## config.mk

```make
export PLATFORM = sky130hd
export DESIGN_NAME = mem_arbiter_rr_flat
export DESIGN_NICKNAME = d
export VERILOG_FILES = /design/src/rtl/mem_arbiter_rr_pkg.sv /design/src/rtl/mem_arbiter_rr_if.sv /design/src/rtl/mem_arbiter_rr_rr_pick.sv /design/src/rtl/mem_arbiter_rr.sv /design/src/flat_wrapper.sv
export SDC_FILE = /design/constraint.sdc
export NUM_CORES = 1
export LEC_CHECK = 0
export ABC_CLOCK_PERIOD_IN_PS = 8200
export BUFFER_PORTS_ARGS = -buffer_cell sky130_fd_sc_hd__buf_2
export CAP_MARGIN = 20
export CORE_AREA = 8 8 220 222
export DETAILED_ROUTE_END_ITERATION = 10
export DIE_AREA = 0 0 228 230
export SLEW_MARGIN = 15
export SYNTH_ARGS = -nofsm -noshare
export SYNTH_HDL_FRONTEND = slang
export SYNTH_SLANG_ARGS = --single-unit
export TNS_END_PERCENT = 1
```

## constraint.sdc

```tcl
create_clock -name clk -period 8.2 [get_ports clk]
set_clock_uncertainty 0.1 [all_clocks]
set_input_delay 0.82 -clock clk [delete_from_list [all_inputs] [get_ports clk]]
set_output_delay 0.82 -clock clk [all_outputs]
set_load 0.005 [all_outputs]
```

## src/rtl/mem_arbiter_rr_pkg.sv

```systemverilog
// mem_arb_pkg: shared types and constants for the round-robin memory arbiter.
//   arb_state_t    : arbiter FSM states (IDLE -> BUSY -> ACK -> IDLE).
//   ARB_MODE_RR    : round-robin arbitration with bounded burst lock.
//   ARB_MODE_FIXED : fixed priority, lowest port index wins.
package mem_arb_pkg;

  typedef enum logic [1:0] {
    IDLE = 2'd0,
    BUSY = 2'd1,
    ACK  = 2'd2
  } arb_state_t;

  localparam logic ARB_MODE_RR    = 1'b0;
  localparam logic ARB_MODE_FIXED = 1'b1;

endpackage

```

## src/rtl/mem_arbiter_rr_if.sv

```systemverilog
// mem_arbiter_rr_if: request-side and memory-side bus of the arbiter.
//   req_valid/req_we/req_addr/req_wdata : packed per-port requests (port i at slice i)
//   req_ack/rdata                       : one-hot completion pulse and read data
//   grant_idx/busy                      : last granted port, transaction in flight
//   mem_sel/mem_we/mem_addr/mem_wdata   : single memory port strobe and fields
//   mem_ready/mem_rdata                 : memory completion and read data
// Modports: slave = arbiter view, master = requesters + memory view.
interface mem_arbiter_rr_if #(
  parameter int NUM_PORTS  = 9,
  parameter int ADDR_WIDTH = 16,
  parameter int DATA_WIDTH = 32
);
  localparam int IDX_W = (NUM_PORTS > 1) ? $clog2(NUM_PORTS) : 1;

  logic [NUM_PORTS-1:0]            req_valid;
  logic [NUM_PORTS-1:0]            req_we;
  logic [NUM_PORTS*ADDR_WIDTH-1:0] req_addr;
  logic [NUM_PORTS*DATA_WIDTH-1:0] req_wdata;
  logic [NUM_PORTS-1:0]            req_ack;
  logic [DATA_WIDTH-1:0]           rdata;
  logic [IDX_W-1:0]                grant_idx;
  logic                            busy;
  logic                            mem_sel;
  logic                            mem_we;
  logic [ADDR_WIDTH-1:0]           mem_addr;
  logic [DATA_WIDTH-1:0]           mem_wdata;
  logic                            mem_ready;
  logic [DATA_WIDTH-1:0]           mem_rdata;

  modport slave (
    input  req_valid, req_we, req_addr, req_wdata, mem_ready, mem_rdata,
    output req_ack, rdata, grant_idx, busy, mem_sel, mem_we, mem_addr, mem_wdata
  );

  modport master (
    output req_valid, req_we, req_addr, req_wdata, mem_ready, mem_rdata,
    input  req_ack, rdata, grant_idx, busy, mem_sel, mem_we, mem_addr, mem_wdata
  );

endinterface

```

## src/rtl/mem_arbiter_rr_rr_pick.sv

```systemverilog
// rr_pick: combinational first-requester search.
//   req_i   : request vector
//   start_i : port where the circular scan begins (ignored when fixed_i)
//   fixed_i : 1 = scan from port 0 (fixed priority)
//   found_o : some request is set
//   idx_o   : index of the first requester found
module rr_pick #(
  parameter int NUM_PORTS = 9,
  parameter int IDX_W     = (NUM_PORTS > 1) ? $clog2(NUM_PORTS) : 1
) (
  input  logic [NUM_PORTS-1:0] req_i,
  input  logic [IDX_W-1:0]     start_i,
  input  logic                 fixed_i,
  output logic                 found_o,
  output logic [IDX_W-1:0]     idx_o
);

  logic [IDX_W-1:0] p_s;

  // Circular scan; the wrap to port 0 is an explicit compare so that a
  // non-power-of-two port count never aliases onto unused indices.
  always_comb begin
    found_o = 1'b0;
    idx_o   = '0;
    p_s     = '0;
    if (fixed_i || (int'(start_i) >= NUM_PORTS)) begin
      p_s = '0;
    end else begin
      p_s = start_i;
    end
    for (int k = 0; k < NUM_PORTS; k++) begin
      if (!found_o && req_i[p_s]) begin
        found_o = 1'b1;
        idx_o   = p_s;
      end else begin
        found_o = found_o;
      end
      if (p_s == IDX_W'(NUM_PORTS - 1)) begin
        p_s = '0;
      end else begin
        p_s = p_s + IDX_W'(1);
      end
    end
  end

endmodule

```

## src/rtl/mem_arbiter_rr.sv

```systemverilog
// mem_arbiter_rr: N-port to single memory port arbiter.
//   clk  : clock
//   rst  : synchronous active-low reset
//   bus  : mem_arbiter_rr_if.slave (requests, acks, memory port)
// One transaction at a time: IDLE picks a winner and latches its fields,
// BUSY holds the memory strobe until mem_ready, ACK pulses req_ack for one cycle.
// Round-robin mode lets the last granted port keep the grant for up to
// MAX_BURST consecutive transactions; fixed mode always favours port 0.
module mem_arbiter_rr
  import mem_arb_pkg::*;
#(
  parameter int NUM_PORTS  = 9,
  parameter int ADDR_WIDTH = 16,
  parameter int DATA_WIDTH = 32,
  parameter int MAX_BURST  = 4,
  parameter int FIXED_PRIO = 0
) (
  input logic             clk,
  input logic             rst,
  mem_arbiter_rr_if.slave bus
);

  localparam int               IDX_W      = (NUM_PORTS > 1) ? $clog2(NUM_PORTS) : 1;
  localparam int               BCNT_W     = $clog2(MAX_BURST) + 1;
  localparam logic [BCNT_W-1:0] BURST_LAST = BCNT_W'(MAX_BURST - 1);
  localparam logic             MODE       = (FIXED_PRIO != 0) ? ARB_MODE_FIXED : ARB_MODE_RR;

  arb_state_t             state_q, state_d;
  logic                   mem_sel_q, mem_sel_d;
  logic                   mem_we_q, mem_we_d;
  logic [ADDR_WIDTH-1:0]  mem_addr_q, mem_addr_d;
  logic [DATA_WIDTH-1:0]  mem_wdata_q, mem_wdata_d;
  logic [DATA_WIDTH-1:0]  rdata_q, rdata_d;
  logic [NUM_PORTS-1:0]   req_ack_q, req_ack_d;
  logic [IDX_W-1:0]       grant_idx_q, grant_idx_d;
  logic                   busy_q, busy_d;
  logic [IDX_W-1:0]       rr_ptr_q, rr_ptr_d;
  logic [BCNT_W-1:0]      burst_cnt_q, burst_cnt_d;
  // grant_idx is 0 after reset without any grant having happened; this flag
  // keeps that reset value from being mistaken for an ongoing burst.
  logic                   granted_q, granted_d;

  logic                   pick_found_s;
  logic [IDX_W-1:0]       pick_idx_s;
  logic                   burst_hit_s;
  logic [IDX_W-1:0]       win_s;

  rr_pick #(
    .NUM_PORTS (NUM_PORTS),
    .IDX_W     (IDX_W)
  ) u_pick (
    .req_i   (bus.req_valid),
    .start_i (rr_ptr_q),
    .fixed_i (MODE == ARB_MODE_FIXED),
    .found_o (pick_found_s),
    .idx_o   (pick_idx_s)
  );

  // Burst continuation test and final winner.
  always_comb begin
    burst_hit_s = 1'b0;
    win_s       = pick_idx_s;
    if ((MODE == ARB_MODE_RR) && granted_q && (burst_cnt_q < BURST_LAST) &&
        bus.req_valid[grant_idx_q]) begin
      burst_hit_s = 1'b1;
      win_s       = grant_idx_q;
    end else begin
      burst_hit_s = 1'b0;
      win_s       = pick_idx_s;
    end
  end

  // FSM next state and next values of every registered output.
  always_comb begin
    state_d     = state_q;
    mem_sel_d   = mem_sel_q;
    mem_we_d    = mem_we_q;
    mem_addr_d  = mem_addr_q;
    mem_wdata_d = mem_wdata_q;
    rdata_d     = rdata_q;
    req_ack_d   = '0;
    grant_idx_d = grant_idx_q;
    busy_d      = busy_q;
    rr_ptr_d    = rr_ptr_q;
    burst_cnt_d = burst_cnt_q;
    granted_d   = granted_q;
    case (state_q)
      IDLE: begin
        if (pick_found_s) begin
          grant_idx_d = win_s;
          mem_addr_d  = bus.req_addr[win_s*ADDR_WIDTH +: ADDR_WIDTH];
          mem_wdata_d = bus.req_wdata[win_s*DATA_WIDTH +: DATA_WIDTH];
          mem_we_d    = bus.req_we[win_s];
          mem_sel_d   = 1'b1;
          busy_d      = 1'b1;
          granted_d   = 1'b1;
          state_d     = BUSY;
          if (MODE == ARB_MODE_FIXED) begin
            rr_ptr_d    = '0;
            burst_cnt_d = '0;
          end else if (burst_hit_s) begin
            burst_cnt_d = burst_cnt_q + BCNT_W'(1);
          end else begin
            burst_cnt_d = '0;
            if (pick_idx_s == IDX_W'(NUM_PORTS - 1)) begin
              rr_ptr_d = '0;
            end else begin
              rr_ptr_d = pick_idx_s + IDX_W'(1);
            end
          end
        end else begin
          state_d = IDLE;
        end
      end
      BUSY: begin
        if (bus.mem_ready) begin
          mem_sel_d              = 1'b0;
          req_ack_d[grant_idx_q] = 1'b1;
          state_d                = ACK;
          if (!mem_we_q) begin
            rdata_d = bus.mem_rdata;
          end else begin
            rdata_d = rdata_q;
          end
        end else begin
          state_d = BUSY;
        end
      end
      ACK: begin
        busy_d  = 1'b0;
        state_d = IDLE;
      end
      default: begin
        mem_sel_d = 1'b0;
        busy_d    = 1'b0;
        state_d   = IDLE;
      end
    endcase
  end

  // State and output registers; reset abandons any transaction in flight.
  always_ff @(posedge clk) begin
    if (!rst) begin
      state_q     <= IDLE;
      mem_sel_q   <= 1'b0;
      mem_we_q    <= 1'b0;
      mem_addr_q  <= '0;
      mem_wdata_q <= '0;
      rdata_q     <= '0;
      req_ack_q   <= '0;
      grant_idx_q <= '0;
      busy_q      <= 1'b0;
      rr_ptr_q    <= '0;
      burst_cnt_q <= '0;
      granted_q   <= 1'b0;
    end else begin
      state_q     <= state_d;
      mem_sel_q   <= mem_sel_d;
      mem_we_q    <= mem_we_d;
      mem_addr_q  <= mem_addr_d;
      mem_wdata_q <= mem_wdata_d;
      rdata_q     <= rdata_d;
      req_ack_q   <= req_ack_d;
      grant_idx_q <= grant_idx_d;
      busy_q      <= busy_d;
      rr_ptr_q    <= rr_ptr_d;
      burst_cnt_q <= burst_cnt_d;
      granted_q   <= granted_d;
    end
  end

  assign bus.mem_sel   = mem_sel_q;
  assign bus.mem_we    = mem_we_q;
  assign bus.mem_addr  = mem_addr_q;
  assign bus.mem_wdata = mem_wdata_q;
  assign bus.rdata     = rdata_q;
  assign bus.req_ack   = req_ack_q;
  assign bus.grant_idx = grant_idx_q;
  assign bus.busy      = busy_q;

endmodule

```

## src/flat_wrapper.sv

```systemverilog
// flat-port wrapper written by rule: the top's interface ports become plain ports
module mem_arbiter_rr_flat import mem_arb_pkg::*;
#(
  parameter int NUM_PORTS  = 9,
  parameter int ADDR_WIDTH = 16,
  parameter int DATA_WIDTH = 32,
  parameter int MAX_BURST  = 4,
  parameter int FIXED_PRIO = 0
)
  (clk, rst, bus_req_valid, bus_req_we, bus_req_addr, bus_req_wdata, bus_mem_ready, bus_mem_rdata, bus_req_ack, bus_rdata, bus_grant_idx, bus_busy, bus_mem_sel, bus_mem_we, bus_mem_addr, bus_mem_wdata);
  mem_arbiter_rr_if #(.NUM_PORTS(NUM_PORTS), .ADDR_WIDTH(ADDR_WIDTH), .DATA_WIDTH(DATA_WIDTH)) bus_i ();
  input logic clk;
  input logic rst;
  input wire logic [$bits(bus_i.req_valid)-1:0] bus_req_valid;
  input wire logic [$bits(bus_i.req_we)-1:0] bus_req_we;
  input wire logic [$bits(bus_i.req_addr)-1:0] bus_req_addr;
  input wire logic [$bits(bus_i.req_wdata)-1:0] bus_req_wdata;
  input wire logic [$bits(bus_i.mem_ready)-1:0] bus_mem_ready;
  input wire logic [$bits(bus_i.mem_rdata)-1:0] bus_mem_rdata;
  output wire logic [$bits(bus_i.req_ack)-1:0] bus_req_ack;
  output wire logic [$bits(bus_i.rdata)-1:0] bus_rdata;
  output wire logic [$bits(bus_i.grant_idx)-1:0] bus_grant_idx;
  output wire logic [$bits(bus_i.busy)-1:0] bus_busy;
  output wire logic [$bits(bus_i.mem_sel)-1:0] bus_mem_sel;
  output wire logic [$bits(bus_i.mem_we)-1:0] bus_mem_we;
  output wire logic [$bits(bus_i.mem_addr)-1:0] bus_mem_addr;
  output wire logic [$bits(bus_i.mem_wdata)-1:0] bus_mem_wdata;
  assign bus_i.req_valid = bus_req_valid;
  assign bus_i.req_we = bus_req_we;
  assign bus_i.req_addr = bus_req_addr;
  assign bus_i.req_wdata = bus_req_wdata;
  assign bus_i.mem_ready = bus_mem_ready;
  assign bus_i.mem_rdata = bus_mem_rdata;
  assign bus_req_ack = bus_i.req_ack;
  assign bus_rdata = bus_i.rdata;
  assign bus_grant_idx = bus_i.grant_idx;
  assign bus_busy = bus_i.busy;
  assign bus_mem_sel = bus_i.mem_sel;
  assign bus_mem_we = bus_i.mem_we;
  assign bus_mem_addr = bus_i.mem_addr;
  assign bus_mem_wdata = bus_i.mem_wdata;
  mem_arbiter_rr #(.NUM_PORTS(NUM_PORTS), .ADDR_WIDTH(ADDR_WIDTH), .DATA_WIDTH(DATA_WIDTH), .MAX_BURST(MAX_BURST), .FIXED_PRIO(FIXED_PRIO)) u_core (.clk(clk), .rst(rst), .bus(bus_i));
endmodule
```

==> impl_metrics.csv <==
group,metric,value,unit
status,outcome,"finished clean",
floorplanning,boundaryPins,581,
sta,tightest_slew,0.910,ns
clocking,clk_pin_slew_worst_paths,0.09,ns
logic_synthesis,yosys.area.top_type,"mux2i_1",
logic_synthesis,avgSynthCellArea,8.52,um^2
finish,fin_util,0.326,
global_routing,gr-total-overflow,0,
place,portBuffers,580,
sta,maxSlewViolCount,0,
global_routing,track_usage,0.220,
logic_synthesis,netlist_area,0.00982,mm^2
run,drv_cap,0,
clocking,htree_levels,3,
sta,fin_crit,7.88,ns
floorplanning,dieArea,0.0524,mm^2
finish,area_growth_syn_to_layout,48.9,%
detailed_routing,dr_total_vias,12571,
setup_path,worst_setup_path_start_kind,"flip-flop",
floorplanning,fp-row-count,78,
clocking,clock_latency,0.39,ns
sta,timing.fmax,127,MHz
setup_path,crit_top_cell,"inv_2",
floorplanning,initial_core_util,0.219,
setup_path,r2r_slack,0.32,ns
logic_synthesis,synthTopCellsByCount,"mux2i_1, nand2_1, dfxtp_1, a21oi_1, nor2_1",
sta,relSlewSlack,0.390,
detailed_routing,firstDrtPassIters,10,
detailed_routing,viasPerCell,5.29,
setup_path,worst_r2r_endpoint,"u_core.bus.mem_addr[15]",
place,globalplace.congestion,0.925,
clocking,cts_buffers,9,
setup_path,worstPathRequired,8.43,ns
global_routing,grt_pass1_vias,12587,
logic_synthesis,synth_flop_cell,"dfxtp_1",
hold_path,hold_path_class,"reg2reg",
logic_synthesis,synth_most_common_cell,"mux2i_1",
clocking,clockRootBuffer,"clkbuf_16",
detailed_routing,drt_iter0_drc,1225,
detailed_routing,wire_per_inst,26.2,um
logic_synthesis,synth-edff-count,0,
sta,final_hold_viol_count,0,
global_routing,grt_max_degree,50,
logic_synthesis,synthCells,1153,
finish,drive_above_1_share,0.449,
logic_synthesis,synth_seq_cells,106,
sta,fin_crit_sh,0.961,
setup_path,slowest_stage,"a222oi_1",
clocking,cts.sinks,106,
floorplanning,die_height,230,um
detailed_routing,drc_errors,0,
setup_path,worstSetupStartpoint,"u_core.rr_ptr_q[1]",
place,dpl.hpwl,51.0,mm
setup_path,worst-r2r-cell-count,41,
detailed_routing,routed_wl,62.1,mm
floorplanning,core-area,0.0449,mm^2
setup_path,critPathMaxStageDelay,0.68,ns
logic_synthesis,synthTopCellsByArea,"mux2i_1, dfxtp_1, nand2_1, a222oi_1, a22o_1",
finish,nets,2252,
logic_synthesis,ys_warn_count,0,
clocking,cts_tree,"yes",
sta,setup_viol_count_final,0,
logic_synthesis,synth_top_area_frac,0.219,
finish,fin_area,0.0146,mm^2
setup_path,endpoint,"u_core.bus.mem_addr[15]",
setup_path,critPathKind,"reg2reg",
sta,final.setup.tns,0,ns
logic_synthesis,synth.distinct_cells,100,
clocking,cts.path.max_buffers,2,
setup_path,crit_arrival,8.11,ns
logic_synthesis,async_reset_ff_frac,0,
setup_path,r2r-start,"u_core.rr_ptr_q[1]",
place,dpl-instance-area,0.0139,mm^2
detailed_routing,antenna_left,0,
logic_synthesis,synthesis.nets,1655,
floorplanning,chipWidth,228,um
logic_synthesis,seq_area_frac_synth,0.216,
global_routing,grt_pass1_wl,86.5,mm
global_routing,antenna_found_initial,53,
setup_path,critPathMaxFanout,43,
setup_path,critPathCaptureType,"flip-flop",
[layout by cell type (no fill, tap or decap), types with 30 or more instances in the layout]
cell type | synthesis | layout
buf_2 | 36 | 580
mux2i_1 | 215 | 214
nand2_1 | 155 | 154
dfxtp_1 | 106 | 103
buf_4 | 7 | 82
a21oi_1 | 58 | 56
nor2_1 | 52 | 50
a22o_1 | 50 | 50
a222oi_1 | 48 | 48
a31o_1 | 48 | 48
o21ai_0 | 30 | 30
[flip-flops by register name, summed over array words and instances (netlist names)]
| name | flops |
|---|---|
| u_core.bus.req_ack | 9 |
| u_core.bus.mem_addr | 16 |
| u_core.bus.mem_wdata | 32 |
| u_core.bus.busy | 1 |
| u_core.granted_q | 1 |
| u_core.burst_cnt_q | 3 |
| u_core.state_q | 2 |
| u_core.rr_ptr_q | 4 |
| u_core.bus.mem_we | 1 |
| u_core.bus.rdata | 32 |
| u_core.bus.grant_idx | 4 |
| u_core.bus.mem_sel | 1 |
[stage by stage]
| stage | setup slack (ns) | hold slack [ns] | cells |
|---|---|---|---|
| after floorplan | 0.0344 | 0.340 | 1153 |
| after global placement | -0.227 | 0.339 | 2320 |
| after detailed placement | -0.421 | 0.347 | 2321 |
| after CTS | 0.00403 | 0.359 | 2342 |
| after global routing | -0.00662 | 0.374 | 2370 |
| final | 0.323 | 0.356 | 2375 |
[kinds of logic after synthesis]
| logic type | Yosys count | share of synthesized area |
|---|---|---|
| AO/OA/AOI/OAI | 344 | 0.279 |
| XOR/XNOR | 7 | 0.00981 |
| adder cells (fa/ha/maj) | 17 | 0.0217 |
| buffers and inverters | 125 | 0.0581 |
| flip-flops | 106 | 0.216 |
| multiplexers | 234 | 0.255 |
| AND/OR/NAND/NOR | 320 | 0.160 |
[cell type report]
class	count	area (um^2)
well taps	600	751
multi-input cells	923	7420
fillers	4791	30300
clock buffers	10	239
inverters	31	116
diodes	20	50.0
repair buffers	679	3850
flip-flops and latches	106	2130
clock inverters	6	65.1
[worst min path at each step]
stage / from / end / slack (ns) / cells past startpoint
3_5_place_dp: u_core.bus.rdata[1] / u_core.bus.rdata[1] / 0.35 / 2
6_report: u_core.bus.rdata[21] / u_core.bus.rdata[21] / 0.36 / 2
2_1_floorplan: u_core.granted_q / u_core.granted_q / 0.34 / 2
3_3_place_gp: u_core.bus.rdata[0] / u_core.bus.rdata[0] / 0.34 / 2
5_1_grt: u_core.bus.rdata[18] / u_core.bus.rdata[18] / 0.37 / 2
4_1_cts: u_core.bus.rdata[0] / u_core.bus.rdata[0] / 0.36 / 2
[worst max-delay path: cells and delay by family (launching register included)]
family,cells,cell delay [ns]
fa+ha+maj,8,1.48
flops,1,0.37
simple gates,11,1.69
compound gates,12,2.63
mux,2,0.69
buf+inv,8,0.83
[per-layer routing]
layer	up-vias	track usage	wire length, um
met5	-	0	30
met4	6	0.102	2380
met3	129	0.0406	4530
met2	705	0.404	32800
met1	6033	0.244	22400
li1	5698	-	-
[repair_timing]
item	CTS	global route
gates resized for setup	11	29
setup buffers	4	12
hold buffers	0	0
setup endpoints to repair	49	57
pin swaps	5	8
cloned	1	1
Power is not shown: default switching activity piles up to over one toggle a cycle in this logic, so the estimate is an artifact.
